### config.mk
export PLATFORM = sky130hd
export DESIGN_NAME = chan_mux_rr
export DESIGN_NICKNAME = d
export VERILOG_FILES = /design/src/rtl/chan_mux_pkg.sv /design/src/rtl/rr_arbiter.sv /design/src/rtl/chan_mux_rr.sv
export SDC_FILE = /design/constraint.sdc
export NUM_CORES = 1
export LEC_CHECK = 0
export ABC_CLOCK_PERIOD_IN_PS = 3560
export BUFFER_PORTS_ARGS = -buffer_cell sky130_fd_sc_hd__buf_2
export CAP_MARGIN = 10
export CORE_MARGIN = 5
export CORE_UTILIZATION = 45
export DETAILED_ROUTE_END_ITERATION = 10
export PLACE_DENSITY = 0.81
export SLEW_MARGIN = 25
export SYNTH_ARGS = -nofsm -noshare
export SYNTH_HDL_FRONTEND = slang
export SYNTH_SLANG_ARGS = --single-unit
### constraint.sdc
create_clock -name clk -period 3.56 [get_ports clk]
set_input_delay 0 -clock clk [delete_from_list [all_inputs] [get_ports clk]]
set_output_delay 0 -clock clk [all_outputs]
set_load 0.03 [all_outputs]
### src/rtl/chan_mux_pkg.sv
// Shared definitions for the round-robin channel multiplexer.
// Holds the mode encodings and the legal parameter limits.
// Optional feature macro used by the top: CHAN_MUX_PARITY_EN.
package chan_mux_pkg;

    // Selection mode driven on the 'mode' input of chan_mux_rr.
    typedef enum logic {
        MODE_FIXED = 1'b0,   // channel chosen by 'sel'
        MODE_RR    = 1'b1    // round-robin over valid channels
    } mode_e;

    // Upper limits of the supported configuration space.
    localparam int W_MAX = 64;
    localparam int N_MAX = 16;

endpackage

### src/rtl/rr_arbiter.sv
// Combinational round-robin arbiter.
// Scans the request vector upward starting one past last_grant, wrapping
// N-1 -> 0, and returns a one-hot grant (all zero when nothing requests).
module rr_arbiter
    import chan_mux_pkg::*;
#(
    parameter int N  = 4,
    parameter int CW = $clog2(N)
) (
    input  logic [N-1:0]  req,
    input  logic [CW-1:0] last_grant,
    output logic [N-1:0]  grant
);

    // cand_idx[gi] is the channel examined at scan position gi:
    // (last_grant + 1 + gi) mod N. last_grant is always a legal index, so
    // the sum never exceeds 2N-1 and a single conditional subtract wraps it.
    logic [CW-1:0] cand_idx [N];

    genvar gi;
    generate
        for (gi = 0; gi < N; gi++) begin : g_cand
            logic [CW:0] sum;
            assign sum = {1'b0, last_grant} + (CW+1)'(gi + 1);
            assign cand_idx[gi] = (sum >= (CW+1)'(N)) ? CW'(sum - (CW+1)'(N))
                                                      : CW'(sum);
        end
    endgenerate

    // First requesting candidate in scan order wins the grant.
    always_comb begin
        logic found;
        grant = '0;
        found = 1'b0;
        for (int i = 0; i < N; i++) begin
            if (!found && (int'(cand_idx[i]) < N) && req[cand_idx[i]]) begin
                grant[cand_idx[i]] = 1'b1;
                found              = 1'b1;
            end
        end
    end

endmodule

### src/rtl/chan_mux_rr.sv
// N-channel to 1 multiplexer with a registered output stage.
// mode=0 takes the channel named by sel, mode=1 round-robins across the
// channels presenting valid data. The output register accepts a new word
// whenever it is empty or being drained, so it sustains one word per cycle.
// Optional feature: define CHAN_MUX_PARITY_EN to add out_parity, the XOR of
// out_data registered alongside it.
module chan_mux_rr
    import chan_mux_pkg::*;
#(
    parameter int W  = 8,
    parameter int N  = 4,
    parameter int CW = $clog2(N)
) (
    input  logic           clk,
    input  logic           rst,
    input  logic           mode,
    input  logic [CW-1:0]  sel,
    input  logic [N-1:0]   in_valid,
    input  logic [N*W-1:0] in_data,
    output logic [N-1:0]   in_ready,
    output logic           out_valid,
    output logic [W-1:0]   out_data,
    output logic [CW-1:0]  out_chan,
`ifdef CHAN_MUX_PARITY_EN
    output logic           out_parity,
`endif
    input  logic           out_ready
);

    // Output register may take a new word when empty or being emptied.
    logic          load_en;
    // Round-robin pointer: channel granted most recently in mode=1.
    logic [CW-1:0] last_grant_reg;
    // One-hot candidate vectors for each selection mode.
    logic [N-1:0]  fixed_ready;
    logic [N-1:0]  rr_grant;
    // Channel actually transferring this cycle (one-hot or zero).
    logic [N-1:0]  hit;
    logic          accept;
    logic [CW-1:0] acc_chan;
    logic [W-1:0]  acc_word;

    assign load_en = !out_valid || out_ready;

    // Fixed path: decode sel to one-hot. An index >= N matches no bit, so
    // it produces no ready and therefore no load.
    genvar gi;
    generate
        for (gi = 0; gi < N; gi++) begin : g_fixed
            assign fixed_ready[gi] = (sel == CW'(gi));
        end
    endgenerate

    rr_arbiter #(
        .N  (N),
        .CW (CW)
    ) u_arb (
        .req        (in_valid),
        .last_grant (last_grant_reg),
        .grant      (rr_grant)
    );

    // Ready goes to the selected channel only while the output can load;
    // reset suppresses it so nothing is accepted during reset.
    always_comb begin
        in_ready = '0;
        if (!rst && load_en) begin
            if (mode == MODE_RR) begin
                in_ready = rr_grant;
            end else begin
                in_ready = fixed_ready;
            end
        end
    end

    assign hit    = in_ready & in_valid;
    assign accept = |hit;

    // AND-OR mux driven by the one-hot hit vector; keeps out-of-range
    // indices away from the data path and yields the winning channel index.
    always_comb begin
        acc_chan = '0;
        acc_word = '0;
        for (int k = 0; k < N; k++) begin
            if (hit[k]) begin
                acc_chan = acc_chan | CW'(k);
                acc_word = acc_word | in_data[k*W +: W];
            end
        end
    end

    // Output register and round-robin pointer. A new accept overwrites the
    // word being drained in the same cycle, so there is no bubble.
    always_ff @(posedge clk) begin
        if (rst) begin
            out_valid      <= 1'b0;
            out_data       <= '0;
            out_chan       <= '0;
            last_grant_reg <= CW'(N - 1);
`ifdef CHAN_MUX_PARITY_EN
            out_parity     <= 1'b0;
`endif
        end else if (accept) begin
            out_valid <= 1'b1;
            out_data  <= acc_word;
            out_chan  <= acc_chan;
`ifdef CHAN_MUX_PARITY_EN
            out_parity <= ^acc_word;
`endif
            if (mode == MODE_RR) begin
                last_grant_reg <= acc_chan;
            end
        end else if (out_valid && out_ready) begin
            out_valid <= 1'b0;
        end
    end

endmodule
==> results of run 1 <==
==> where the power goes <==
group	internal, mW	leakage (nW)	switching [mW]
registers	0.161	0.107	0.0141
clock network	0.0434	0.0150	0.0484
logic	0.0930	0.575	0.131
==> Yosys cell counts (all sizes together) (3+ instances only) <==
master	n
a21oi	4
buf	7
dfxtp	13
o2111ai	4
a22oi	16
ha	8
a31oi	8
nor2b	3
nand2	13
nor2	10
o221a	3
mux4	4
o21a	4
nand3b	4
inv	11
o211a	4
==> worst paths after layout <==
kind	from	end	slack, ns
worst min register to register	out_chan[1]$_SDFFE_PP0P_	out_chan[1]$_SDFFE_PP0P_	0.47
worst max-delay path	last_grant_reg[0]$_SDFFE_PP1P_	last_grant_reg[1]$_SDFFE_PP1P_	0.20
worst min-delay path	in_data[18]	out_data[2]$_SDFFE_PP0P_	0.007
worst max register to register	last_grant_reg[0]$_SDFFE_PP1P_	last_grant_reg[1]$_SDFFE_PP1P_	0.20
==> stage by stage <==
stage / cell area (um^2) / util
global route: 1440 / 0.593
detailed placement: 1390 / 0.570
global placement: 1390 / 0.570
finish: 1440 / 0.593
floorplan: 1120 / -
CTS: 1430 / 0.590
==> what timing repair did <==
item	CTS	global route
gates resized for setup	0	1
setup endpoints to repair	0	10
endpoints found under the hold margin	2	0
hold buffers	2	0
==> cells by family (layout without fill, tap and decap cells) <==
logic type	count (synthesis)	in the layout	share of synthesized area
AOI/OAI and AO/OA	45	45	0.327
and+or+nand+nor	36	36	0.168
buffers and inverters	19	75	0.0929
DFF	13	13	0.233
adders and majority gates	8	8	0.0896
muxes	5	5	0.0896
==> layout make-up <==
type / instances / share of cell area
multi-input combinational: 94 / 0.528
timing repair buffer: 60 / 0.219
sequential: 13 / 0.180
inverter: 11 / 0.0286
tap: 30 / 0.0260
clock buffer: 4 / 0.0182
==> worst min-delay path, cell delays in order <==
cell and delay, ns:
buf_2 0.08, a22oi_1 0.05, a31oi_1 0.11
==> layer usage <==
metal,track usage,vias to the layer above
met3,0.0389,6
met1,0.218,585
met5,0,-
met4,0.0696,0
li1,-,585
met2,0.338,67
==> run_results.csv, run 1 <==
group,metric,value,unit
status,status,"finished clean",
sta,rsz0062_at_grt,"false",
synthesis,syn_inst,126,
layout,register_area,260,um^2
place,dp_cells,206,
synthesis,ys.flop_type,"dfxtp_1",
synthesis,seq_area_frac_synth,0.233,
drt,dr_wl_met2,1680,um
layout,fillers,245,
cts,cts_max_path_buffers,2,
sta,slew_headroom,0.600,
floorplan,io-pin-count,57,
drt,routed.top_layer,"met4",
worst_hold_path,hold_depth,3,
drt,routed_via_density,5.86,
sta,hold_viol,0,
cts,post-cts-setup-buffer-count,0,
drt,drt_iter0_drc,28,
sta,worst_hold_slack,0.00743,ns
global_routing,gr-usage-all-layers,0.189,
place,portBuffers,56,
cts,clk_latency,0.28,ns
layout,final_cell_mix,"buf_2 (56), a22oi_1 (16), nand2_1 (13), dfxtp_1 (13), inv_1 (11)",
power,power_density,340,nW/um^2
global_routing,grt-ovfl-total,0,
synthesis,synth_top_area_cell,"dfxtp_1",
sta,setup_violations,0,
critical_path,arrival,3.53,ns
critical_path,critical-path-max-stage-delay,0.62,ns
global_routing,grt_pass1_vias,1203,
layout,syn_to_final_growth,29.1,%
synthesis,yosysTopAreaCellShare,0.233,
drt,drc_errors,0,
layout,layout.cells.non_filler,212,
drt,routedLengthMet1,1270,um
place,gp_congestion,0.897,
critical_path,critical_path_depth,9,
floorplan,die_h,59.8,um
critical_path,r2r_cells,9,
critical_path,cp-end-kind,"flip-flop",
critical_path,critPathMaxFanout,12,
layout,diodes,0,
cts,cts-buffers-inserted,3,
synthesis,syn_nets,176,
critical_path,worstPathRequired,3.72,ns
floorplan,initial_core_util,0.459,
sta,finalMaxSlewViolations,0,
power,irDropWorstVdd,0.000275,V
synthesis,synth_seq_cells,13,
floorplan,die-area,3580,um^2
drt,dr_wl_met3,368,um
drt,routed_wl,3360,um
sta,finClkSkew,0.00395,ns
critical_path,critPathTopFamily,"simple AND/OR/NAND/NOR gates",
cts,clockRootBuffer,"clkbuf_4",
drt,wire_per_inst,15.8,um
critical_path,slowest_stage,"or4b_4",
cts,ctsHtreeMaxLevel,1,
floorplan,core_area,2430,um^2
sta,fin_crit,3.36,ns
critical_path,crit_buf_inv,1,
drt,dr.pass1.iters,4,
layout,layout_commonest_cell,"buf_2",
sta,tightest_slew,0.595,ns
synthesis,syn-mean-instance-area,8.87,um^2
job,maxCapViolCount,0,
synthesis,synth_edf_count,0,
drt,ant_nets,0,
global_routing,grt_pass1_wl,5260,um
synthesis,syn_area,1120,um^2
floorplan,num_rows,18,
synthesis,async_reset_ff_frac,0,
sta,max_freq,297,MHz
power,p_total,491,uW
place,dpl_worst_slack,0.115,ns
synthesis,synth_area_leaders,"dfxtp_1 (23%), a22oi_1 (11%), ha_1 (9.0%)",
layout,largest_reg_flops,8,
floorplan,fp.dieW,59.8,um
cts,cts_tree,"built",
critical_path,crit_path_start_kind,"flip-flop",
worst_hold_path,hold_class,"in2reg",
sta,period_share,0.945,
sta,tns,0,ns
synthesis,yosys.cell_types.count,30,
layout,drive_gt1_frac,0.423,
cts,clock_sinks,13,
synthesis,ys_warn_count,0,
sta,fin_ws,0.196,ns
place,dp.final_hpwl,2540,um
cts,clk_pin_slew,0.08,ns
drt,dr_total_vias,1243,
layout,nNetsFinal,233,
critical_path,worstPathCellList,"inv_1 > ha_1 > mux4_2 > or4b_4 > o2111ai_1 > o21a_2 > nor4_4 > nand2b_1 > mux2i_1",
global_routing,antenna_found_initial,0,
power,p_leak,0.697,nW
global_routing,grt_max_degree,16,
critical_path,path_class,"reg2reg",
layout,multiInputGateArea,762,um^2
(Power assumes the default switching activity.)
==> inputs of run 2 (changes only) <==
Settings changed: CORE_MARGIN 5 to unset, PLACE_DENSITY 0.81 to 0.8, SLEW_MARGIN 25 to unset, SYNTH_HIERARCHICAL set to 1.
==> run 2 against run 1 <==
Effect of this change: highest routed layer is now met3; core utilization grew 0.94 points; critical endpoint is now last_grant_reg[0]$_SDFFE_PP1P_; synthesized cell count grew 3.2%; via count shrank 1.9%; global-route usage grew 3.7 points.
==> run_results.csv, run 2 <==
group,metric,value,unit
floorplan,initial_core_util,0.473,
synthesis,synthSimpleGateAreaFrac,0.186,
synthesis,synth.mux.area_fraction,0.0833,
critical_path,cp-end-kind,"flip-flop",
place,dpl_worst_slack,0.368,ns
layout,register_area,260,um^2
layout,drive_gt1_frac,0.419,
sta,fin_crit,3.20,ns
power,switching_share,0.393,
place,portBuffers,56,
sta,hold_viol,0,
synthesis,ys_warn_count,6,
floorplan,fp.dieW,53.0,um
layout,final_cell_mix,"buf_2 (56), a22oi_1 (16), nor2_1 (14)",
place,gp_congestion,0.848,
global_routing,grt_pass1_wl,4730,um
cts,post-cts-setup-buffer-count,0,
worst_hold_path,hold_class,"in2reg",
power,power_density,323,nW/um^2
synthesis,async_reset_ff_frac,0,
drt,routed_wl,2950,um
global_routing,grt_max_degree,22,
synthesis,synth_top_area_cell,"dfxtp_1",
cts,cts_tree,"built",
critical_path,arrival,3.38,ns
global_routing,gr-usage-all-layers,0.226,
synthesis,syn_nets,180,
synthesis,ys.flop_type,"dfxtp_1",
synthesis,yosysTopAreaCellShare,0.222,
sta,rsz0062_at_grt,"false",
drt,dr_total_vias,1220,
floorplan,io-pin-count,57,
critical_path,worstPathRequired,3.74,ns
sta,slew_headroom,0.418,
floorplan,core_area,2480,um^2
global_routing,grt-ovfl-total,0,
cts,clk_pin_slew,0.09,ns
drt,ant_nets,0,
power,p_switching,189,uW
status,status,"finished clean",
layout,layout_commonest_cell,"buf_2",
sta,finClkSkew,0.0125,ns
sta,setup_violations,0,
place,dp.final_hpwl,2320,um
layout,nNetsFinal,237,
layout,fin_area,1490,um^2
drt,drt_iter0_drc,18,
cts,clockRootBuffer,"clkbuf_4",
critical_path,crit_path_start_kind,"flip-flop",
drt,dr.pass1.iters,4,
synthesis,synth_compound_area_frac,0.321,
synthesis,synth_commonest_cells,"a22oi_1 (16), nor2_1 (14), dfxtp_1 (13), nand2_1 (11), inv_1 (10)",
cts,clk_latency,0.28,ns
synthesis,yosys.cell_types.count,31,
synthesis,syn_inst,130,
layout,largest_reg_flops,8,
power,power_frac_clock,0.188,
layout,diodes,0,
power,irDropWorstVdd,0.000370,V
cts,clock_sinks,13,
synthesis,synth_edf_count,0,
drt,wire_per_inst,13.7,um
sta,finalMaxSlewViolations,0,
floorplan,die-area,2810,um^2
cts,cts_max_path_buffers,2,
synthesis,synth_top_family_by_area,"compound AO/OA/AOI/OAI gates",
layout,fillers,235,
sta,tightest_slew,0.871,ns
critical_path,critPathMaxFanout,18,
power,p_seq_frac,0.354,
drt,drc_errors,0,
floorplan,die_h,53.0,um
synthesis,syn-mean-instance-area,9.01,um^2
cts,post_cts_resized,0,
sta,max_freq,313,MHz
job,maxCapViolCount,0,
drt,routed_via_density,5.65,
power,combPwrFrac,0.457,
power,p_leak,0.667,nW
global_routing,antenna_found_initial,0,
layout,utilization,0.603,
cts,cts_hold_buf,0,
synthesis,synthAdderAreaFrac,0.0855,
cts,ctsHtreeMaxLevel,1,
synthesis,synth_xor_area_frac,0,
sta,period_share,0.898,
layout,multiInputGateArea,797,um^2
sta,fin_ws,0.362,ns
synthesis,syn_area,1170,um^2
power,p_int,293,uW
place,dpl_cell_area,1470,um^2
synthesis,synth_seq_cells,13,
synthesis,synth.most_common_cell,"a22oi_1",
sta,tns,0,ns
floorplan,num_rows,18,
synthesis,synth_area_leaders,"dfxtp_1 (22%), a22oi_1 (10%), ha_1 (8.5%)",
layout,syn_to_final_growth,27.5,%
global_routing,grt_pass1_vias,1091,
synthesis,seq_area_frac_synth,0.222,
critical_path,path_class,"reg2reg",
cts,cts-buffers-inserted,3,
==> run 2: cells by family after synthesis <==
| group | after synthesis |
|---|---|
| AOI/OAI and AO/OA | 45 |
| adders and majority gates | 8 |
| buffers and inverters | 21 |
| DFF | 13 |
| muxes | 4 |
| and+or+nand+nor | 39 |
==> run 2: worst paths after layout <==
path | slack (ns) | endpoint | start | depth (start not counted)
worst max-delay path | 0.36 | last_grant_reg[0]$_SDFFE_PP1P_ | last_grant_reg[0]$_SDFFE_PP1P_ | 12
worst min-delay path | 0.1 | out_data[5]$_SDFFE_PP0P_ | in_data[13] | 3
worst max register to register | 0.36 | last_grant_reg[0]$_SDFFE_PP1P_ | last_grant_reg[0]$_SDFFE_PP1P_ | 12
worst min register to register | 0.50 | out_data[0]$_SDFFE_PP0P_ | out_data[0]$_SDFFE_PP0P_ | 2
==> run 2: critical path: stages (launching register included) <==
cell and delay [ns]:
dfxtp_1 0.34, inv_1 0.09, ha_1 0.33, mux4_1 0.62
nor4b_4 0.31, nand2_1 0.11, o211ai_1 0.10, nand2_1 0.14
a2111oi_4 0.33, or4_1 0.15, buf_4 0.21, nand2_1 0.07
a221o_1 0.28
==> run 2: final cells by class <==
type                            instances  share of cell area
Multi-Input combinational cell         96               0.534
Tap cell                               30              0.0251
Clock inverter                          1             0.00335
Inverter                               10              0.0251
Timing Repair Buffer                   63               0.223
Sequential cell                        13               0.174
Clock buffer                            3              0.0151
==> run 2: routing by layer <==
metal	GRT usage	part of all wire	up-vias
met4	0.0351	0	0
met5	0	0	-
li1	-	-	606
met2	0.390	0.50	45
met3	0.0489	0.043	0
met1	0.288	0.46	569
==> run 2: per-stage QoR <==
step | power [mW] | hold WS (ns) | instances
detailed placement | 0.394 | 0.392 | 212
global placement | 0.387 | 0.372 | 212
floorplan | 0.337 | 0.250 | 130
finish | 0.482 | 0.0981 | 216
CTS | 0.487 | 0.0851 | 216
global route | 0.517 | 0.0875 | 216
==> run 2: power by group through the flow <==
stage                     combinational, mW  sequential (mW)  clock (mW)
after floorplan                       0.129            0.208           0
after global placement                0.214            0.173           0
after detailed placement              0.220            0.174           0
after CTS                             0.220            0.171      0.0952
after global routing                  0.242            0.173       0.102
final                                 0.220            0.171      0.0908
==> inputs of run 3 (changes only) <==
Settings changed: CORE_UTILIZATION 45 to 46, PLACE_DENSITY 0.8 to 0.82.
==> run 3 against run 2 <==
Effect of this change: routed wire length is 14% higher; highest routed layer is now met4; design area fell by 0.17%; flip-flop and latch count is the same; power rose by 1.9%; critical path type unchanged; clock power up 4.3%; critical path depth is the same; sequential share of layout area grew 0.11 points.
==> run_results.csv, run 3 (same netlist as run 2, synthesis figures left out) <==
group,metric,value,unit
cts,clock_sinks,13,
critical_path,worstReg2RegStart,"last_grant_reg[1]$_SDFFE_PP1P_",
layout,fillers,206,
floorplan,die_h,52.5,um
sta,max_freq,307,MHz
place,dpl_cell_area,1460,um^2
critical_path,path_class,"reg2reg",
sta,tns,0,ns
worst_hold_path,min_from,"in_data[24]",
power,irDropWorstVdd,0.000304,V
floorplan,num_rows,17,
status,status,"finished clean",
critical_path,critPathTopFamily,"simple AND/OR/NAND/NOR gates",
floorplan,die-area,2750,um^2
critical_path,crit_path_start_kind,"flip-flop",
place,gp_congestion,0.875,
critical_path,critPathMaxFanout,10,
layout,fin_area,1490,um^2
power,p_leak,0.665,nW
layout,drive_gt1_frac,0.419,
global_routing,grt_max_degree,22,
floorplan,fp.dieW,52.5,um
drt,ant_nets,0,
critical_path,worstPathCellList,"inv_1 > ha_1 > mux4_1 > nor4b_4 > nand2_1 > o211ai_1 > nand2_1 > a2111oi_2 > or4_1 > buf_4 > nor2_2 > a311oi_2",
global_routing,grt_pass1_wl,5140,um
global_routing,grt_pass1_vias,1122,
sta,finClkSkew,0.00560,ns
power,power_density,329,nW/um^2
layout,layout.cells.non_filler,214,
sta,tightest_slew,0.845,ns
job,maxCapViolCount,0,
critical_path,worstPathRequired,3.75,ns
place,dp.final_hpwl,2560,um
layout,nNetsFinal,237,
drt,wire_per_inst,15.8,um
drt,dr_total_vias,1246,
place,dp_cells,210,
layout,syn_to_final_growth,27.2,%
floorplan,initial_core_util,0.510,
critical_path,critical-path-max-stage-delay,0.62,ns
cts,cts_max_path_buffers,2,
layout,largest_reg_flops,8,
critical_path,crit_top_cell,"nand2_1",
sta,setup_violations,0,
critical_path,cp-end-kind,"flip-flop",
layout,layout_commonest_cell,"buf_2",
sta,period_share,0.914,
drt,dr.pass1.iters,4,
cts,clk_pin_slew,0.08,ns
floorplan,io-pin-count,57,
sta,finalMaxSlewViolations,0,
layout,diodes,0,
critical_path,critPathLaunch,"last_grant_reg[1]$_SDFFE_PP1P_",
global_routing,antenna_found_initial,0,
drt,drt_iter0_drc,42,
sta,fin_crit,3.25,ns
cts,ctsHtreeMaxLevel,1,
cts,cts_tree,"built",
critical_path,arrival,3.45,ns
drt,routed_wl,3380,um
global_routing,gr-usage-all-layers,0.261,
place,portBuffers,56,
critical_path,crit_buf_inv,2,
sta,hold_viol,0,
cts,clk_latency,0.28,ns
cts,post-cts-setup-buffer-count,0,
sta,slew_headroom,0.436,
drt,routed_via_density,5.82,
cts,cts-buffers-inserted,3,
worst_hold_path,hold_class,"in2reg",
floorplan,core_area,2300,um^2
drt,drc_errors,0,
layout,final_cell_mix,"buf_2 (56), a22oi_1 (16), nor2_1 (14)",
sta,rsz0062_at_grt,"false",
cts,clockRootBuffer,"clkbuf_4",
global_routing,grt-ovfl-total,0,
critical_path,slowest_stage,"mux4_1",
-- run 3: cell count changes in the layout (fill, tap and decap cells not counted) --
cell      before  now
dfxtp_1       13   12
clkinv_2       1    0
dfxtp_2        0    1
clkbuf_1       0    1
-- run 3: cell type report --
type                            count  area, um^2  area share
Timing Repair Buffer               63         333       0.223
Multi-Input combinational cell     96         797       0.535
Inverter                           10        37.5      0.0252
Sequential cell                    13         262       0.175
Clock buffer                        4        26.3      0.0176
Tap cell                           28        35.0      0.0235
-- run 3: final timing paths --
kind | end | slack, ns | cells past startpoint
max | out_data[5]$_SDFFE_PP0P_ | 0.31 | 12
min | out_data[0]$_SDFFE_PP0P_ | 0.1 | 3
max reg2reg | out_data[5]$_SDFFE_PP0P_ | 0.31 | 12
min reg2reg | out_data[0]$_SDFFE_PP0P_ | 0.49 | 2
-- run 3: power by group --
group	switching [mW]	internal (mW)	total [mW]
sequential	0.00936	0.163	0.172
clock	0.0511	0.0436	0.0947
combinational	0.134	0.0899	0.224
total	0.195	0.296	0.491
-- run 3: layer usage --
metal  up-vias  global-route usage  wire, um
met5         -                   0         0
met4         0               0.118        57
met3         6              0.0754       230
met2        51               0.437      1740
met1       580               0.302      1350
li1        609                   -         -
-- run 3: what timing repair did --
action | in CTS | in global routing
hold buffers | 0 | 0
gates resized for setup | 0 | 1
setup endpoints to repair | 0 | 8
-- run 3: stage by stage --
step / setup slack, ns / util / total power [mW] / hold WS [ns]
after global placement: 0.382 / 0.637 / 0.388 / 0.378
final: 0.305 / 0.649 / 0.491 / 0.0996
after floorplan: 0.245 / - / 0.337 / 0.250
after detailed placement: 0.219 / 0.637 / 0.397 / 0.394
after CTS: 0.185 / 0.648 / 0.492 / 0.0940
after global routing: 0.0583 / 0.649 / 0.520 / 0.112
-- run 3: worst min-delay path, cell delays in order --
cell,delay (ns)
buf_2,0.09
a22oi_1,0.14
a311oi_1,0.10
